[src/rtl/font_rom_arbiter.sv]
// Round-robin arbiter sharing one synchronous font ROM among several drawing stages.
// Each access returns its glyph row to the issuing requester a fixed ROM_LATENCY+1 edges after grant.
module font_rom_arbiter #(
    parameter int unsigned NUM_REQ     = 4,
    parameter int unsigned ADDR_W      = 11,
    parameter int unsigned DATA_W      = 8,
    parameter int unsigned ROM_LATENCY = 1
) (
    input  logic                      clk,
    input  logic                      rst,
    input  logic [NUM_REQ-1:0]        req,
    input  logic [NUM_REQ*ADDR_W-1:0] req_addr,
    output logic [NUM_REQ-1:0]        gnt,
    output logic [ADDR_W-1:0]         rom_addr,
    input  logic [DATA_W-1:0]         rom_data,
    output logic [NUM_REQ-1:0]        rsp_valid,
    output logic [DATA_W-1:0]         rsp_data
);

    localparam int unsigned PTR_W = (NUM_REQ > 1) ? $clog2(NUM_REQ) : 1;

    logic [NUM_REQ-1:0] gnt_q, gnt_d;
    logic [ADDR_W-1:0]  addr_q, addr_d;
    logic [PTR_W-1:0]   ptr_q, ptr_d;
    logic [DATA_W-1:0]  data_q;
    logic [NUM_REQ-1:0] tag_q [ROM_LATENCY+1];

    logic [NUM_REQ-1:0] elig;
    logic               found;
    logic [PTR_W-1:0]   win;
    int unsigned        idx;
    int unsigned        nxt;

    // A requester granted on the previous edge must sit out one edge.
    assign elig = req & ~gnt_q;

    always_comb begin
        found  = 1'b0;
        win    = '0;
        idx    = 0;
        nxt    = 0;
        gnt_d  = '0;
        addr_d = addr_q;
        ptr_d  = ptr_q;
        for (int unsigned i = 0; i < NUM_REQ; i++) begin
            idx = (int'(ptr_q) + i) % NUM_REQ;
            if (!found && elig[idx]) begin
                found = 1'b1;
                win   = PTR_W'(idx);
            end
        end
        if (found) begin
            gnt_d[win] = 1'b1;
            addr_d     = req_addr[int'(win)*ADDR_W +: ADDR_W];
            nxt        = int'(win) + 1;
            if (nxt == NUM_REQ) begin
                nxt = 0;
            end
            ptr_d = PTR_W'(nxt);
        end
    end

    always_ff @(posedge clk or negedge rst) begin
        if (!rst) begin
            gnt_q  <= '0;
            addr_q <= '0;
            ptr_q  <= '0;
        end else begin
            gnt_q  <= gnt_d;
            addr_q <= addr_d;
            ptr_q  <= ptr_d;
        end
    end

    // Tag pipeline: the last stage is the registered rsp_valid.
    always_ff @(posedge clk or negedge rst) begin
        if (!rst) begin
            for (int unsigned s = 0; s <= ROM_LATENCY; s++) begin
                tag_q[s] <= '0;
            end
            data_q <= '0;
        end else begin
            tag_q[0] <= gnt_q;
            for (int unsigned s = 1; s <= ROM_LATENCY; s++) begin
                tag_q[s] <= tag_q[s-1];
            end
            if (|tag_q[ROM_LATENCY-1]) begin
                data_q <= rom_data;
            end
        end
    end

    assign gnt       = gnt_q;
    assign rom_addr  = addr_q;
    assign rsp_valid = tag_q[ROM_LATENCY];
    assign rsp_data  = data_q;

endmodule

[config.mk]
export PLATFORM = sky130hd
export DESIGN_NAME = font_rom_arbiter
export DESIGN_NICKNAME = d
export VERILOG_FILES = /design/src/rtl/font_rom_arbiter.sv
export SDC_FILE = /design/constraint.sdc
export NUM_CORES = 1
export LEC_CHECK = 0
export CORE_MARGIN = 3
export CORE_UTILIZATION = 40
export CTS_BUF_LIST = sky130_fd_sc_hd__clkbuf_4
export CTS_CLUSTER_SIZE = 28
export DETAILED_ROUTE_END_ITERATION = 16
export PLACE_DENSITY_LB_ADDON = 0.3
export SLEW_MARGIN = 0
export SYNTH_ARGS = -nofsm -noshare
export SYNTH_HDL_FRONTEND = slang
export SYNTH_SLANG_ARGS = --single-unit
[constraint.sdc]
create_clock -name clk -period 2.3 [get_ports clk]
set_clock_uncertainty 0.1 [all_clocks]
set_input_delay 0.69 -clock clk [delete_from_list [all_inputs] [get_ports clk]]
set_output_delay 0.69 -clock clk [all_outputs]
set_load 0.05 [all_outputs]
==> reports/qor_table.md, run 1 <==
| Step | Item | Value |
|---|---|---|
| outcome | Outcome | complete, no violations |
| synthesis | Mapped Area | 1570 sq um |
| global routing | Grt met1 use | 17.1% |
| synthesis | Compound-Gate Fraction of Synth Area | 10.7% |
| die | Row Count | 22 |
| synthesis | Post-synthesis sequential element count | 33 |
| clock tree | Clock slew seen by the registers of the worst setup and hold paths | 100 ps |
| synthesis | Simple-gate share of the synthesized area | 8.39% |
| setup path | Origin of the critical flop-to-flop path | ptr_q[1] |
| clock tree | CTS tree | built |
| setup path | CP max stage delay | 470 ps |
| synthesis | Proportion of synthesized area in mux cells | 20.5% |
| layout | Synth-to-layout area growth | 65.9% |
| worst hold path | Type of the worst min-delay path | register to register |
| synthesis | Combinational family with the most area after synthesis | multiplexers |
| layout | Post-layout nets | 279 |
| timing | Final worst path period share | 97.9% |
| synthesis | Seq/Total Area, Yosys | 52.7% |
| timing | Setup violations, final | 0 |
| clock tree | Clock latency on the worst-skew pair | 320 ps |
| routing | Detail Route Antenna Nets | 0 |
| layout | Commonest cells after routing, fill and taps aside | sky130_fd_sc_hd__clkdlybuf4s50_1 (60), sky130_fd_sc_hd__dfrtp_1 (32), sky130_fd_sc_hd__buf_4 (23) |
| synthesis | Prevailing post-synth register cell | sky130_fd_sc_hd__dfrtp_1 |
| timing | Worst slew margin relative to its limit | 66.1% |
| synthesis | Number of unique standard cell types used by synthesis | 26 |
| setup path | Class of the most critical setup path | input port to register |
| timing | Total count of hold-check failures in the final report | 0 |
| setup path | Critical Path End Type | register |
| die | I/O pin cnt | 85 |
| global routing | Gr usage total | 18.4% |
| synthesis | Ys Warns | 0 |
| worst hold path | Start point of the worst hold path | tag_q[7] |
| timing | Peak clock frequency supported by timing | 444 MHz |
| synthesis | Net count after synthesis | 184 |
| layout | Number of fillers in the final layout | 283 |
| setup path | Critical Path, Cell by Cell | clkdlybuf4s50_1 -> inv_1 -> o31a_1 -> o21ai_4 -> inv_2 -> ha_4 -> mux2_2 |
| clock tree | Clock tree root buffer cell | sky130_fd_sc_hd__clkbuf_4 |
| setup path | Critical Path RT | 2420 ps |
| global routing | Pin count of the biggest net entering global routing | 34 |
| power | Peak ir drop on the vdd network | 0.629 mV |
| global routing | Met3 track utilization from global routing | 4.86% |
| global routing | Number of global-route vias before repair | 1425 |
| synthesis | Count of flip-flops with a built-in enable after synthesis | 0 |
| job | Max-cap violations | 0 |
| routing | WL/cell | 15.5 um |
| routing | Via count of the routed design | 1428 |
| clock tree | Inserted Clock Buffers | 5 |
| synthesis | Synth Area in XOR/XNOR | 0% |
| power | Pwr per Cell Area | 1480 nW/um^2 |
| die | Effective utilization at floorplan | 42.2% |
| die | Floorplan die area | 4700 sq um |
| global routing | Busiest metal layer after global routing | met2 |
| synthesis | Fraction of registers with async set/reset | 100% |
| layout | Ant diodes | 0 |
| setup path | Crit path max-delay cell type | sky130_fd_sc_hd__clkdlybuf4s50_1 |
| routing | DR DRC count | 0 |
| timing | Final Hold Slack | 302 ps |
| setup path | Critical path arrival | 2370 ps |
| routing | Wire length reported by the detailed router | 4170 um |
| timing | Tmin final | 2250 ps |
| place | Post-detailed-placement half-perimeter wirelength | 3340 um |
| layout | Share of final-layout standard cells stronger than drive strength 1 | 24.9% |
| timing | Setup_tns | 0 ps |
| global routing | Global Route met2 Usage | 36.6% |
| global routing | First-pass GRT wire length | 6230 um |
| die | Die width | 68.6 um |
| synthesis | Post-synthesis instance total | 125 |
| setup path | Start point of the critical path | req[2] |
| timing | Pin slew with the least headroom to its limit | 508 ps |
| die | Floorplan die height | 68.6 um |
| global routing | Gr ovfl total | 0 |
| timing | Slew Viols, Final | 0 |
| place | Count of input and output buffers | 84 |
| routing | TritonRoute pass-1 iters | 6 |
| place | Global placement routability congestion | 0.845 |
| synthesis | Post-synthesis adder-cell area fraction | 0.799% |
| setup path | Kind of start point of the critical path | input port |
| clock tree | Longest Clk Path Bufs | 2 |
| layout | Commonest non-fill, non-tap cell in the layout | sky130_fd_sc_hd__clkdlybuf4s50_1 |
| global routing | Antenna violations before repair | 0 |
| synthesis | Average cell area after synthesis | 12.5 sq um |
| timing | Unrepaired setup endpoints after global routing | no |
| die | Core area | 3720 sq um |
| power | Leak Pwr | 1.21 nW |
| routing | Mean number of vias per cell | 5.31 |
| clock tree | Number of levels in the clock H-tree | 2 |
| routing | Initial DRC Count | 44 |
| setup path | Peak fanout along the critical path | 3 |
| clock tree | Total number of clock tree sinks | 33 |
synth_stat cells (2+ instances only):
master                     instances  area (sq um)
sky130_fd_sc_hd__dfrtp_1          33           826
sky130_fd_sc_hd__mux2i_1          22           220
sky130_fd_sc_hd__nor2_1           13          48.8
sky130_fd_sc_hd__a221oi_1         11          96.3
sky130_fd_sc_hd__mux2_2            9           101
sky130_fd_sc_hd__buf_4             5          37.5
sky130_fd_sc_hd__inv_1             5          18.8
sky130_fd_sc_hd__a21oi_1           3          15.0
sky130_fd_sc_hd__and2_1            3          18.8
sky130_fd_sc_hd__a31oi_1           2          12.5
sky130_fd_sc_hd__buf_6             2          22.5
sky130_fd_sc_hd__nand2_1           2          7.51
sky130_fd_sc_hd__o21ai_0           2          10.0
cell type report:
type / count / area, sq um / share of cell area, %
clock buffers: 6 / 45.0 / 1.73
clock inverters: 2 / 10.0 / 0.385
inverters: 5 / 18.8 / 0.722
multi-input cells: 78 / 686 / 26.4
flip-flops and latches: 33 / 827 / 31.8
well taps: 48 / 60.1 / 2.31
repair buffers: 97 / 952 / 36.6
stage by stage:
stage | area [sq um] | cells | power [mW] | utilization (%) | worst slack, ps
final | 2600 | 269 | 3.85 | 69.9 | 47.9
after global routing | 2600 | 269 | 4.06 | 69.9 | 1.03
after floorplan | 1570 | 125 | 2.70 | - | 10.1
after CTS | 2540 | 269 | 3.81 | 68.3 | 6.86
after global placement | 2490 | 261 | 3.44 | 67.0 | -263
after detailed placement | 2490 | 261 | 3.53 | 67.0 | -370
where the power goes:
part           leakage [nW]  switching, mW  internal, mW
registers             0.394          0.183         0.860
logic                 0.776           1.48          1.02
clock network        0.0354          0.185         0.128
sequential cells by signal (all words and copies together) (netlist names):
| register | cells |
|---|---|
| rom_addr | 11 |
| rsp_data | 8 |
| gnt | 4 |
| rsp_valid | 4 |
| tag_q | 4 |
| ptr_q | 2 |
kinds of logic after synthesis:
group / after synthesis
AOI/OAI and AO/OA: 21
muxes: 31
DFF: 33
and+or+nand+nor: 25
adders and majority gates: 1
buffers and inverters: 14
repair_timing:
action | CTS | global route
endpoints found under the setup margin | 5 | 15
pin swaps | 0 | 7
resized for setup | 5 | 13
hold buffers | 0 | 0
buffers inserted | 0 | 0
final timing paths:
path,end,slack (ps),cells past startpoint
max in group asynchronous,gnt[3],1130,2
worst min register to register,rsp_valid[3],300,0
min in group asynchronous,rsp_valid[1],660,2
worst max-delay path,ptr_q[1],50,7
worst min-delay path,rsp_valid[3],300,0
worst max register to register,ptr_q[1],450,5
worst max-delay path, delay by kind of cell:
family | cells | cell delay [ps]
buffers and inverters | 3 | 610
AOI/OAI and AO/OA | 2 | 580
muxes | 1 | 250
adders and majority gates | 1 | 240
per-layer routing:
metal | share of wire, % | vias to the layer above
li1 | - | 649
met1 | 34 | 691
met2 | 55 | 79
met3 | 9.1 | 9
met4 | 1.5 | 0
met5 | 0 | -
No activity file was read; power rests on OpenSTA's default activity.
==> inputs of run 2 (changes only) <==
--- a/config.mk
+++ b/config.mk
@@ -5,13 +5,14 @@
 export SDC_FILE = /design/constraint.sdc
 export NUM_CORES = 1
 export LEC_CHECK = 0
+export CAP_MARGIN = 20
 export CORE_MARGIN = 3
 export CORE_UTILIZATION = 40
 export CTS_BUF_LIST = sky130_fd_sc_hd__clkbuf_4
 export CTS_CLUSTER_SIZE = 28
 export DETAILED_ROUTE_END_ITERATION = 16
 export PLACE_DENSITY_LB_ADDON = 0.3
-export SLEW_MARGIN = 0
+export SLEW_MARGIN = 20
 export SYNTH_ARGS = -nofsm -noshare
 export SYNTH_HDL_FRONTEND = slang
 export SYNTH_SLANG_ARGS = --single-unit
==> results of run 2 <==
No change in the layout: final DEF, timing and power equal those of run 1.
==> inputs of run 3 (changes only) <==
--- a/config.mk
+++ b/config.mk
@@ -11,6 +11,7 @@
 export CTS_BUF_LIST = sky130_fd_sc_hd__clkbuf_4
 export CTS_CLUSTER_SIZE = 28
 export DETAILED_ROUTE_END_ITERATION = 16
+export MAX_ROUTING_LAYER = met4
 export PLACE_DENSITY_LB_ADDON = 0.3
 export SLEW_MARGIN = 20
 export SYNTH_ARGS = -nofsm -noshare
==> reports/qor_table.md, run 3 (same netlist as run 1, synthesis figures left out) <==
| Step | Item | Value |
|---|---|---|
| routing | TritonRoute pass-1 iters | 4 |
| global routing | Number of global-route vias before repair | 1423 |
| power | Combinational group share of total power | 64.5% |
| die | Die width | 68.6 um |
| setup path | Peak fanout along the critical path | 3 |
| routing | DR DRC count | 0 |
| power | Proportion of power drawn by the clock network | 8.2% |
| die | Effective utilization at floorplan | 42.2% |
| setup path | Class of the most critical setup path | input port to register |
| power | Pwr per Cell Area | 1480 nW/um^2 |
| layout | Final Non-Filler Cells | 269 |
| layout | Post-layout nets | 279 |
| clock tree | Clock latency on the worst-skew pair | 320 ps |
| setup path | Kind of start point of the critical path | input port |
| routing | Initial DRC Count | 47 |
| power | Leak Pwr | 1.22 nW |
| worst hold path | Hold endpoint | rsp_valid[3] |
| setup path | Critical Path End Type | register |
| outcome | Outcome | complete, no violations |
| timing | Final worst path period share | 98.1% |
| setup path | Endpoint of the most critical register-to-register path | rom_addr[4] |
| layout | Number of flip-flops under the largest register name | 11 |
| power | Power Internal | 1.99 mW |
| die | Core area | 3720 sq um |
| layout | Synth-to-layout area growth | 64.9% |
| global routing | Antenna violations before repair | 0 |
| timing | Tmin final | 2260 ps |
| clock tree | # hold bufs at CTS | 0 |
| timing | Pin slew with the least headroom to its limit | 508 ps |
| layout | Share of final-layout standard cells stronger than drive strength 1 | 24.0% |
| layout | Commonest cells after routing, fill and taps aside | sky130_fd_sc_hd__clkdlybuf4s50_1 (59), sky130_fd_sc_hd__dfrtp_1 (32), sky130_fd_sc_hd__buf_4 (23) |
| job | Max-cap violations | 0 |
| worst hold path | Start point of the worst hold path | tag_q[7] |
| setup path | Start point of the critical path | req[2] |
| clock tree | CTS tree | built |
| setup path | Origin of the critical flop-to-flop path | gnt[1] |
| global routing | Pin count of the biggest net entering global routing | 34 |
| global routing | Gr usage total | 19.0% |
| clock tree | Clock tree root buffer cell | sky130_fd_sc_hd__clkbuf_4 |
| power | Share of total power in sequential cells | 27.3% |
| worst hold path | Type of the worst min-delay path | register to register |
| layout | Final Util | 69.5% |
| die | Floorplan die height | 68.6 um |
| place | Count of input and output buffers | 84 |
| global routing | First-pass GRT wire length | 6250 um |
| timing | Slew Viols, Final | 0 |
| die | I/O pin cnt | 85 |
| clock tree | Total number of clock tree sinks | 33 |
| setup path | Critical Path, Cell by Cell | clkdlybuf4s50_1 -> inv_1 -> o31a_1 -> o21ai_4 -> inv_2 -> ha_1 -> mux2_2 |
| timing | Unrepaired setup endpoints after global routing | no |
| clock tree | Clock slew seen by the registers of the worst setup and hold paths | 100 ps |
| routing | Detail Route Antenna Nets | 0 |
| place | Placed cells | 261 |
| setup path | Critical Path RT | 2420 ps |
| die | Floorplan die area | 4700 sq um |
| timing | Total count of hold-check failures in the final report | 0 |
| timing | Setup violations, final | 0 |
| die | Row Count | 22 |
| timing | Peak clock frequency supported by timing | 443 MHz |
| routing | Mean number of vias per cell | 5.30 |
| setup path | Crit path max-delay cell type | sky130_fd_sc_hd__clkdlybuf4s50_1 |
| power | Switching Power | 1.82 mW |
| setup path | R2R setup slack | 430 ps |
| routing | Wire length reported by the detailed router | 4140 um |
| routing | WL/cell | 15.4 um |
| place | Post-detailed-placement half-perimeter wirelength | 3340 um |
| power | Peak ir drop on the vdd network | 0.609 mV |
| clock tree | Number of levels in the clock H-tree | 2 |
| layout | Commonest non-fill, non-tap cell in the layout | sky130_fd_sc_hd__clkdlybuf4s50_1 |
| timing | Setup_tns | 0 ps |
| setup path | Critical path arrival | 2370 ps |
| clock tree | Inserted Clock Buffers | 5 |
| power | Fraction of power spent switching nets | 47.9% |
| timing | Final Hold Slack | 302 ps |
| worst hold path | Worst hold path stage count | 0 |
| timing | Worst slew margin relative to its limit | 66.1% |
| routing | Via count of the routed design | 1427 |
| setup path | CP max stage delay | 470 ps |
| place | Global placement routability congestion | 0.859 |
| setup path | Register-to-Register Path Depth | 6 |
| clock tree | Longest Clk Path Bufs | 2 |
| layout | Ant diodes | 0 |
| global routing | Gr ovfl total | 0 |
## run 3: cell count changes in the layout (fill, tap and decap cells not counted)
cell                              previous run  this run
sky130_fd_sc_hd__a221oi_2                    3         2
sky130_fd_sc_hd__clkdlybuf4s50_1            60        59
sky130_fd_sc_hd__ha_4                        1         0
sky130_fd_sc_hd__a221oi_1                    8         9
sky130_fd_sc_hd__ha_1                        0         1
sky130_fd_sc_hd__dlymetal6s2s_1              6         7
## run 3: stage by stage
stage	instance area (sq um)	setup slack, ps	power [mW]
global route	2580	1.05	4.02
finish	2580	44.0	3.81
global placement	2490	-263	3.44
floorplan	1570	10.1	2.70
detailed placement	2490	-370	3.53
CTS	2540	6.86	3.81
## run 3: final cells by class
cell class	count	area [sq um]
fillers	285	1130
repair buffers	97	955
flip-flops and latches	33	827
multi-input cells	78	667
well taps	48	60.1
clock buffers	6	45.0
inverters	5	18.8
clock inverters	2	10.0
## run 3: routing by layer
| layer | vias to the layer above | global-route usage (%) | part of all wire (%) |
|---|---|---|---|
| met1 | 688 | 17.7 | 35 |
| li1 | 649 | - | - |
| met2 | 84 | 36.6 | 56 |
| met4 | 0 | 5.71 | 0.87 |
| met3 | 6 | 5.83 | 8.3 |
| met5 | - | - | 0 |
## run 3: worst max-delay path by stage
stage                         to  cells after the start
floorplan               ptr_q[1]                      7
global placement        ptr_q[1]                      7
detailed placement   rom_addr[4]                      7
CTS                  rsp_data[0]                      1
global route        rsp_valid[0]                      1
finish                  ptr_q[1]                      7
## run 3: repair_timing
item | 4_1_cts | 5_1_grt
setup endpoints to repair | 5 | 16
gates resized for setup | 5 | 12
setup buffers | 0 | 0
pin swaps | 0 | 2
## run 3: critical path, delay by kind of cell
family / cells / cell delay, ps
buffers and inverters: 3 / 580
AO/OA/AOI/OAI: 2 / 560
adder cells (fa/ha/maj): 1 / 280
multiplexers: 1 / 260
## run 3: power by group through the flow
stage / logic (mW) / clock network [mW] / registers [mW]
after floorplan: 0.992 / 0 / 1.71
after global placement: 2.41 / 0 / 1.03
after detailed placement: 2.47 / 0 / 1.05
after CTS: 2.45 / 0.326 / 1.04
after global routing: 2.60 / 0.356 / 1.07
final: 2.46 / 0.314 / 1.04
